[src/rtl/z88_pkg.sv]
// Shared types and default timing constants for the Z88 slot-0 RAM arbiter.
package z88_pkg;

   // Arbiter sequencing states; the write path is CPU-only.
   typedef enum logic [2:0] {
      IDLE,
      READ,
      WR_SETUP,
      WR_PULSE,
      WR_HOLD,
      DONE
   } arb_state_t;

   // Which requester owns the transaction in flight.
   typedef enum logic {
      OWN_CPU,
      OWN_LCD
   } owner_t;

   localparam int Z88_RAM_ACCESS_CYCLES = 2;
   localparam int Z88_RAM_WE_CYCLES     = 2;
   localparam int Z88_LCD_STARVE_MAX    = 8;

   // Larger of two integers, used to size the shared timing counter.
   function automatic int z88_max(input int a, input int b);
      return (a > b) ? a : b;
   endfunction

endpackage

[src/rtl/z88_ram_arbiter.sv]
// Slot-0 internal SRAM arbiter: shares one asynchronous SRAM port between the
// Blink-decoded CPU path and the LCD screen-fetch engine. The CPU has fixed
// priority, except that a long run of CPU grants while the LCD waits forces
// one LCD grant ahead of the CPU. All outputs are registered.
import z88_pkg::*;

module z88_ram_arbiter #(
   parameter int ACCESS_CYCLES = Z88_RAM_ACCESS_CYCLES,
   parameter int WE_CYCLES     = Z88_RAM_WE_CYCLES,
   parameter int STARVE_MAX    = Z88_LCD_STARVE_MAX
) (
   input  logic        clk,
   input  logic        reset,
   // CPU requester
   input  logic        cpu_req,
   input  logic        cpu_we,
   input  logic [18:0] cpu_a,
   input  logic [7:0]  cpu_wd,
   output logic [7:0]  cpu_rd,
   output logic        cpu_ack,
   // LCD requester (read-only)
   input  logic        lcd_req,
   input  logic [18:0] lcd_a,
   output logic [7:0]  lcd_rd,
   output logic        lcd_ack,
   // SRAM pins
   output logic [18:0] ram_a,
   output logic [7:0]  ram_di,
   input  logic [7:0]  ram_do,
   output logic        ram_ce_n,
   output logic        ram_oe_n,
   output logic        ram_we_n
);

   // One counter times both the read strobe and the write pulse.
   localparam int CNT_MAX = z88_max(z88_max(ACCESS_CYCLES, WE_CYCLES), 1);
   localparam int CNT_W   = $clog2(CNT_MAX + 1);
   localparam int STV_W   = $clog2(z88_max(STARVE_MAX, 1) + 1);

   localparam logic [CNT_W-1:0] CNT_RD_LOAD = CNT_W'(ACCESS_CYCLES - 1);
   localparam logic [CNT_W-1:0] CNT_WE_LOAD = CNT_W'(WE_CYCLES - 1);
   localparam logic [STV_W-1:0] STV_SAT     = STV_W'(STARVE_MAX);

   arb_state_t        r_state;
   owner_t            r_own;
   logic [CNT_W-1:0]  r_cnt;
   logic [STV_W-1:0]  r_starve;

   logic              w_starved;
   logic              w_grant_cpu;
   logic              w_grant_lcd;

   // IDLE arbitration: CPU first unless the LCD has waited out STARVE_MAX grants.
   always_comb begin
      w_starved   = lcd_req && (r_starve == STV_SAT);
      w_grant_cpu = cpu_req && !w_starved;
      w_grant_lcd = lcd_req && !w_grant_cpu;
   end

   // Transaction sequencer: grant, strobe timing, data capture and ack pulses.
   always_ff @(posedge clk or posedge reset) begin
      if (reset) begin
         r_state  <= IDLE;
         r_own    <= OWN_CPU;
         r_cnt    <= '0;
         r_starve <= '0;
         ram_a    <= '0;
         ram_di   <= '0;
         ram_ce_n <= 1'b1;
         ram_oe_n <= 1'b1;
         ram_we_n <= 1'b1;
         cpu_rd   <= '0;
         lcd_rd   <= '0;
         cpu_ack  <= 1'b0;
         lcd_ack  <= 1'b0;
      end else begin
         // Acks are single-cycle; only the transition into DONE raises one.
         cpu_ack <= 1'b0;
         lcd_ack <= 1'b0;

         case (r_state)
            IDLE: begin
               if (w_grant_cpu) begin
                  r_own  <= OWN_CPU;
                  ram_a  <= cpu_a;
                  ram_di <= cpu_wd;
                  // Only grants that actually made the LCD wait count toward starvation.
                  if (lcd_req && (r_starve != STV_SAT)) begin
                     r_starve <= r_starve + 1'b1;
                  end
                  if (cpu_we) begin
                     r_state  <= WR_SETUP;
                     ram_ce_n <= 1'b0;
                  end else begin
                     r_state  <= READ;
                     r_cnt    <= CNT_RD_LOAD;
                     ram_ce_n <= 1'b0;
                     ram_oe_n <= 1'b0;
                  end
               end else if (w_grant_lcd) begin
                  r_own    <= OWN_LCD;
                  ram_a    <= lcd_a;
                  r_starve <= '0;
                  r_state  <= READ;
                  r_cnt    <= CNT_RD_LOAD;
                  ram_ce_n <= 1'b0;
                  ram_oe_n <= 1'b0;
               end
            end

            READ: begin
               if (r_cnt == '0) begin
                  // Final READ edge: capture SRAM data and release the bus.
                  ram_ce_n <= 1'b1;
                  ram_oe_n <= 1'b1;
                  r_state  <= DONE;
                  if (r_own == OWN_CPU) begin
                     cpu_rd  <= ram_do;
                     cpu_ack <= 1'b1;
                  end else begin
                     lcd_rd  <= ram_do;
                     lcd_ack <= 1'b1;
                  end
               end else begin
                  r_cnt <= r_cnt - 1'b1;
               end
            end

            WR_SETUP: begin
               ram_we_n <= 1'b0;
               r_cnt    <= CNT_WE_LOAD;
               r_state  <= WR_PULSE;
            end

            WR_PULSE: begin
               if (r_cnt == '0) begin
                  ram_we_n <= 1'b1;
                  r_state  <= WR_HOLD;
               end else begin
                  r_cnt <= r_cnt - 1'b1;
               end
            end

            WR_HOLD: begin
               // Address and data stay valid through the hold cycle; only the LCD never writes.
               ram_ce_n <= 1'b1;
               cpu_ack  <= 1'b1;
               r_state  <= DONE;
            end

            DONE: begin
               r_state <= IDLE;
            end

            default: begin
               r_state  <= IDLE;
               ram_ce_n <= 1'b1;
               ram_oe_n <= 1'b1;
               ram_we_n <= 1'b1;
            end
         endcase
      end
   end

endmodule
[config.mk]
export PLATFORM = sky130hd
export DESIGN_NAME = z88_ram_arbiter
export DESIGN_NICKNAME = d
export VERILOG_FILES = /design/src/rtl/z88_pkg.sv /design/src/rtl/z88_ram_arbiter.sv
export SDC_FILE = /design/constraint.sdc
export NUM_CORES = 1
export LEC_CHECK = 0
export ABC_AREA = 1
export CAP_MARGIN = 20
export CORE_ASPECT_RATIO = 0.9
export CORE_MARGIN = 3
export CORE_UTILIZATION = 39
export CTS_BUF_LIST = sky130_fd_sc_hd__clkbuf_16
export DETAILED_ROUTE_END_ITERATION = 6
export GPL_ROUTABILITY_DRIVEN = 0
export PLACE_DENSITY = 0.82
export SETUP_SLACK_MARGIN = 0.02
export SYNTH_ARGS = -nofsm -noshare
export SYNTH_HDL_FRONTEND = slang
export SYNTH_SLANG_ARGS = --single-unit
[constraint.sdc]
create_clock -name clk -period 1.79 [get_ports clk]
set_clock_uncertainty 0.15 [all_clocks]
set_input_delay 0.358 -clock clk [delete_from_list [all_inputs] [get_ports clk]]
set_output_delay 0.358 -clock clk [all_outputs]
set_load 0.05 [all_outputs]
==> results.py <==
metrics = {
    "power": {
        "pwr-share-comb_pct": 54.5,
        "p_int_mw": 4.64,
        "clock_power_share_pct": 18.7,
        "seq_power_share_pct": 26.9,
        "leakage_nw": 2.19,
        "irDropWorstVdd_uv": 1000,
        "power.density_nw_per_um2": 2080,
        "swShare_pct": 47.5,
        "finalPower_mw": 8.83,
        "power_switching_mw": 4.20,
    },
    "logic_synthesis": {
        "synthAdderAreaFrac_pct": 1.36,
        "synth_compound_area_share_pct": 11.1,
        "ys_seq_elements": 58,
        "synthSimpleGateAreaFrac_pct": 24.2,
        "synth.distinct_cells": 26,
        "syn_inst": 322,
        "netlist.area_leader.share_pct": 50.0,
        "ys_seq_area_share_pct": 52.9,
        "ys_warn_count": 0,
        "synth_top_family_by_area": "simple AND/OR/NAND/NOR gates",
        "syn-num-nets": 384,
        "synthesis.area_um2": 2750,
        "yosys.area.top_type": "dfrtp_1",
        "muxShareOfSynthArea_pct": 0,
        "synth.avg_cell_area_um2": 8.54,
        "yosys.area_share.xor_xnor_pct": 0.637,
        "yosys-top-cells-area": "dfrtp_1 (50%), nand2_1 (16%), inv_1 (6.0%), o211ai_1 (5.2%), o21ai_0 (4.0%)",
    },
    "floorplanning": {
        "initial_utilization_pct": 41.1,
        "core_area_um2": 6690,
        "dieArea_um2": 8100,
        "die_x_um": 94.5,
        "top_level_ports": 107,
        "die_h_um": 85.7,
        "fp-row-count": 28,
    },
    "critical_path": {
        "worstReg2RegEnd": "ram_di[6]",
        "cp_data_required_time_ns": 1.85,
        "r2r_cells": 11,
        "crit_arrival_ns": 1.68,
        "path_class": "flip-flop to flip-flop",
        "end_kind": "flip-flop",
        "reg2reg_slack_ns": 0.17,
        "reg2reg_from": "r_starve[0]",
        "worst-path-max-fanout": 8,
        "worstSetupStartpointType": "flip-flop",
    },
    "placement": {
        "io_buffer_count": 106,
        "hpwl_mm": 4.89,
        "pre_cts_slack_ns": -0.0871,
    },
    "route": {
        "antenna_left": 0,
        "vias_per_cell": 4.59,
        "vias": 2470,
        "drtIter0Drc": 113,
        "avgRoutedWirePerCell_um": 12.7,
        "wirelength_mm": 6.82,
        "drc": 0,
        "firstDrtPassIters": 4,
    },
    "cts": {
        "cts_tree": "built",
        "cts_buffers": 9,
        "cts_sinks": 58,
        "h-tree-depth": 3,
        "clk_path_buf_depth": 2,
        "clk_pin_slew_ns": 0.05,
        "clock_latency_ns": 0.32,
        "cts_root_buffer": "clkbuf_16",
        "cts_setup_buffers": 0,
    },
    "timing": {
        "rsz0062_at_grt": "false",
        "timing.fmax_mhz": 616,
        "setup_viol": 0,
        "tns_ns": 0,
        "slew_headroom_pct": 79.2,
        "hold_violations": 0,
        "worst_slew_pin_slew_ns": 0.312,
        "setup_ws_ns": 0.165,
        "slew_violations": 0,
        "period_share_pct": 90.8,
        "layout_min_cycle_time_ns": 1.62,
    },
    "global_route": {
        "grt_use_total_pct": 17.2,
        "grt_pass1_vias": 2423,
        "antenna_found_initial": 0,
        "grt-ovfl-total": 0,
        "grt_pass1_wl_mm": 11.1,
        "grt_max_degree": 59,
    },
    "job": {
        "cap_viol_max_count": 0,
    },
    "final_layout": {
        "syn_to_final_growth_pct": 54.3,
        "final_util_pct": 63.5,
        "antenna_cells": 0,
        "layout_commonest_cell": "nand2_1",
        "final_cell_mix": "nand2_1 (119), clkdlybuf4s50_1 (58), dfrtp_1 (55)",
        "layout-drive-gt1-share_pct": 21.9,
        "nets": 505,
    },
    "worst_hold_path": {
        "min_path_type": "primary input to asynchronous set/reset pin",
    },
    "run_status": {
        "status": "completed",
    },
}
power by group through the flow:
stage          Sequential (mW)  Combinational, mW  Clock, mW
5_1_grt                   2.46               5.18       1.75
2_1_floorplan             4.18               1.45          0
3_5_place_dp              2.38               4.83          0
3_3_place_gp              2.36               4.73          0
6_report                  2.37               4.81       1.65
4_1_cts                   2.38               4.85       1.69
through the flow:
stage | instances | cell area, um2 | hold WS [ns]
after global routing | 538 | 4250 | 0.332
final | 538 | 4250 | 0.315
after CTS | 537 | 4210 | 0.324
after floorplan | 322 | 2760 | 0.300
after detailed placement | 521 | 3920 | 0.316
after global placement | 521 | 3920 | 0.307
worst max-delay path, cell delays in order, from the launching register on:
cell and delay, ns:
dfrtp_1 0.36, inv_1 0.07, ha_1 0.19, nand2_1 0.05, inv_1 0.05, nand2_2 0.09
nand2_4 0.07, buf_4 0.16, nor2_8 0.11, inv_2 0.09, nand2_1 0.08, nand2_1 0.05
state kept, by name, indices dropped and copies added (netlist names):
register and cells:
cpu_ack 1, cpu_rd 8, ram_oe_n 1, lcd_ack 1
ram_di 8, r_cnt 2, ram_ce_n 1, ram_we_n 1
r_state 3, ram_a 19, r_own 1, lcd_rd 8
r_starve 4
synthesized netlist by cell type:
master / instances
nor3b_1: 1
dfstp_2: 3
nand3_1: 9
nand4_1: 1
or2_2: 1
nor2_1: 10
xnor2_1: 1
nand3_4: 2
a21oi_2: 1
xor2_1: 1
nor2_4: 3
nand2_2: 2
inv_2: 5
o31ai_1: 2
inv_1: 44
dfrtp_1: 55
buf_2: 4
o21ai_0: 22
nand2_1: 120
o211ai_1: 19
buf_6: 6
a21oi_1: 4
ha_1: 3
nand2_4: 1
nor2_8: 1
a21boi_0: 1
routing by layer:
layer	GRT usage, %	up-vias	routed length, um
met5	0	-	0
met4	4.19	0	63
met3	5.26	6	441
met2	29.6	67	3410
met1	21.1	1143	2910
li1	-	1254	-
final cells by class:
class | instances | area [um2]
Timing Repair Buffer | 120 | 1160
Fill cell | 572 | 2440
Inverter | 49 | 188
Sequential cell | 58 | 1460
Clock buffer | 9 | 225
Multi-Input combinational cell | 205 | 1030
Tap cell | 90 | 113
Clock inverter | 7 | 70.1
worst max-delay path by stage:
stage / start / to / slack, ns / cells past startpoint
floorplan: r_starve[0] / ram_a[10] / 0.25 / 10
global placement: lcd_req / ram_a[4] / -0.05 / 9
detailed placement: lcd_req / ram_a[1] / -0.09 / 9
CTS: r_starve[0] / ram_di[6] / 0.15 / 11
global route: r_starve[0] / r_cnt[1] / 0.03 / 9
finish: r_starve[0] / ram_di[6] / 0.17 / 11
cells by family (layout without fill, tap and decap cells):
kind of cell,after synthesis,count (layout)
and+or+nand+nor,151,151
adders and majority gates,3,3
AOI/OAI and AO/OA,49,49
buffers and inverters,59,185
xor gates and xnor gates,2,2
DFF,58,58
repair_timing:
item	CTS	global route
hold buffers	0	0
gates resized for setup	0	2
hold endpoints to repair	0	0
endpoints found under the setup margin	0	5
Power figures use the tool's default switching activity.
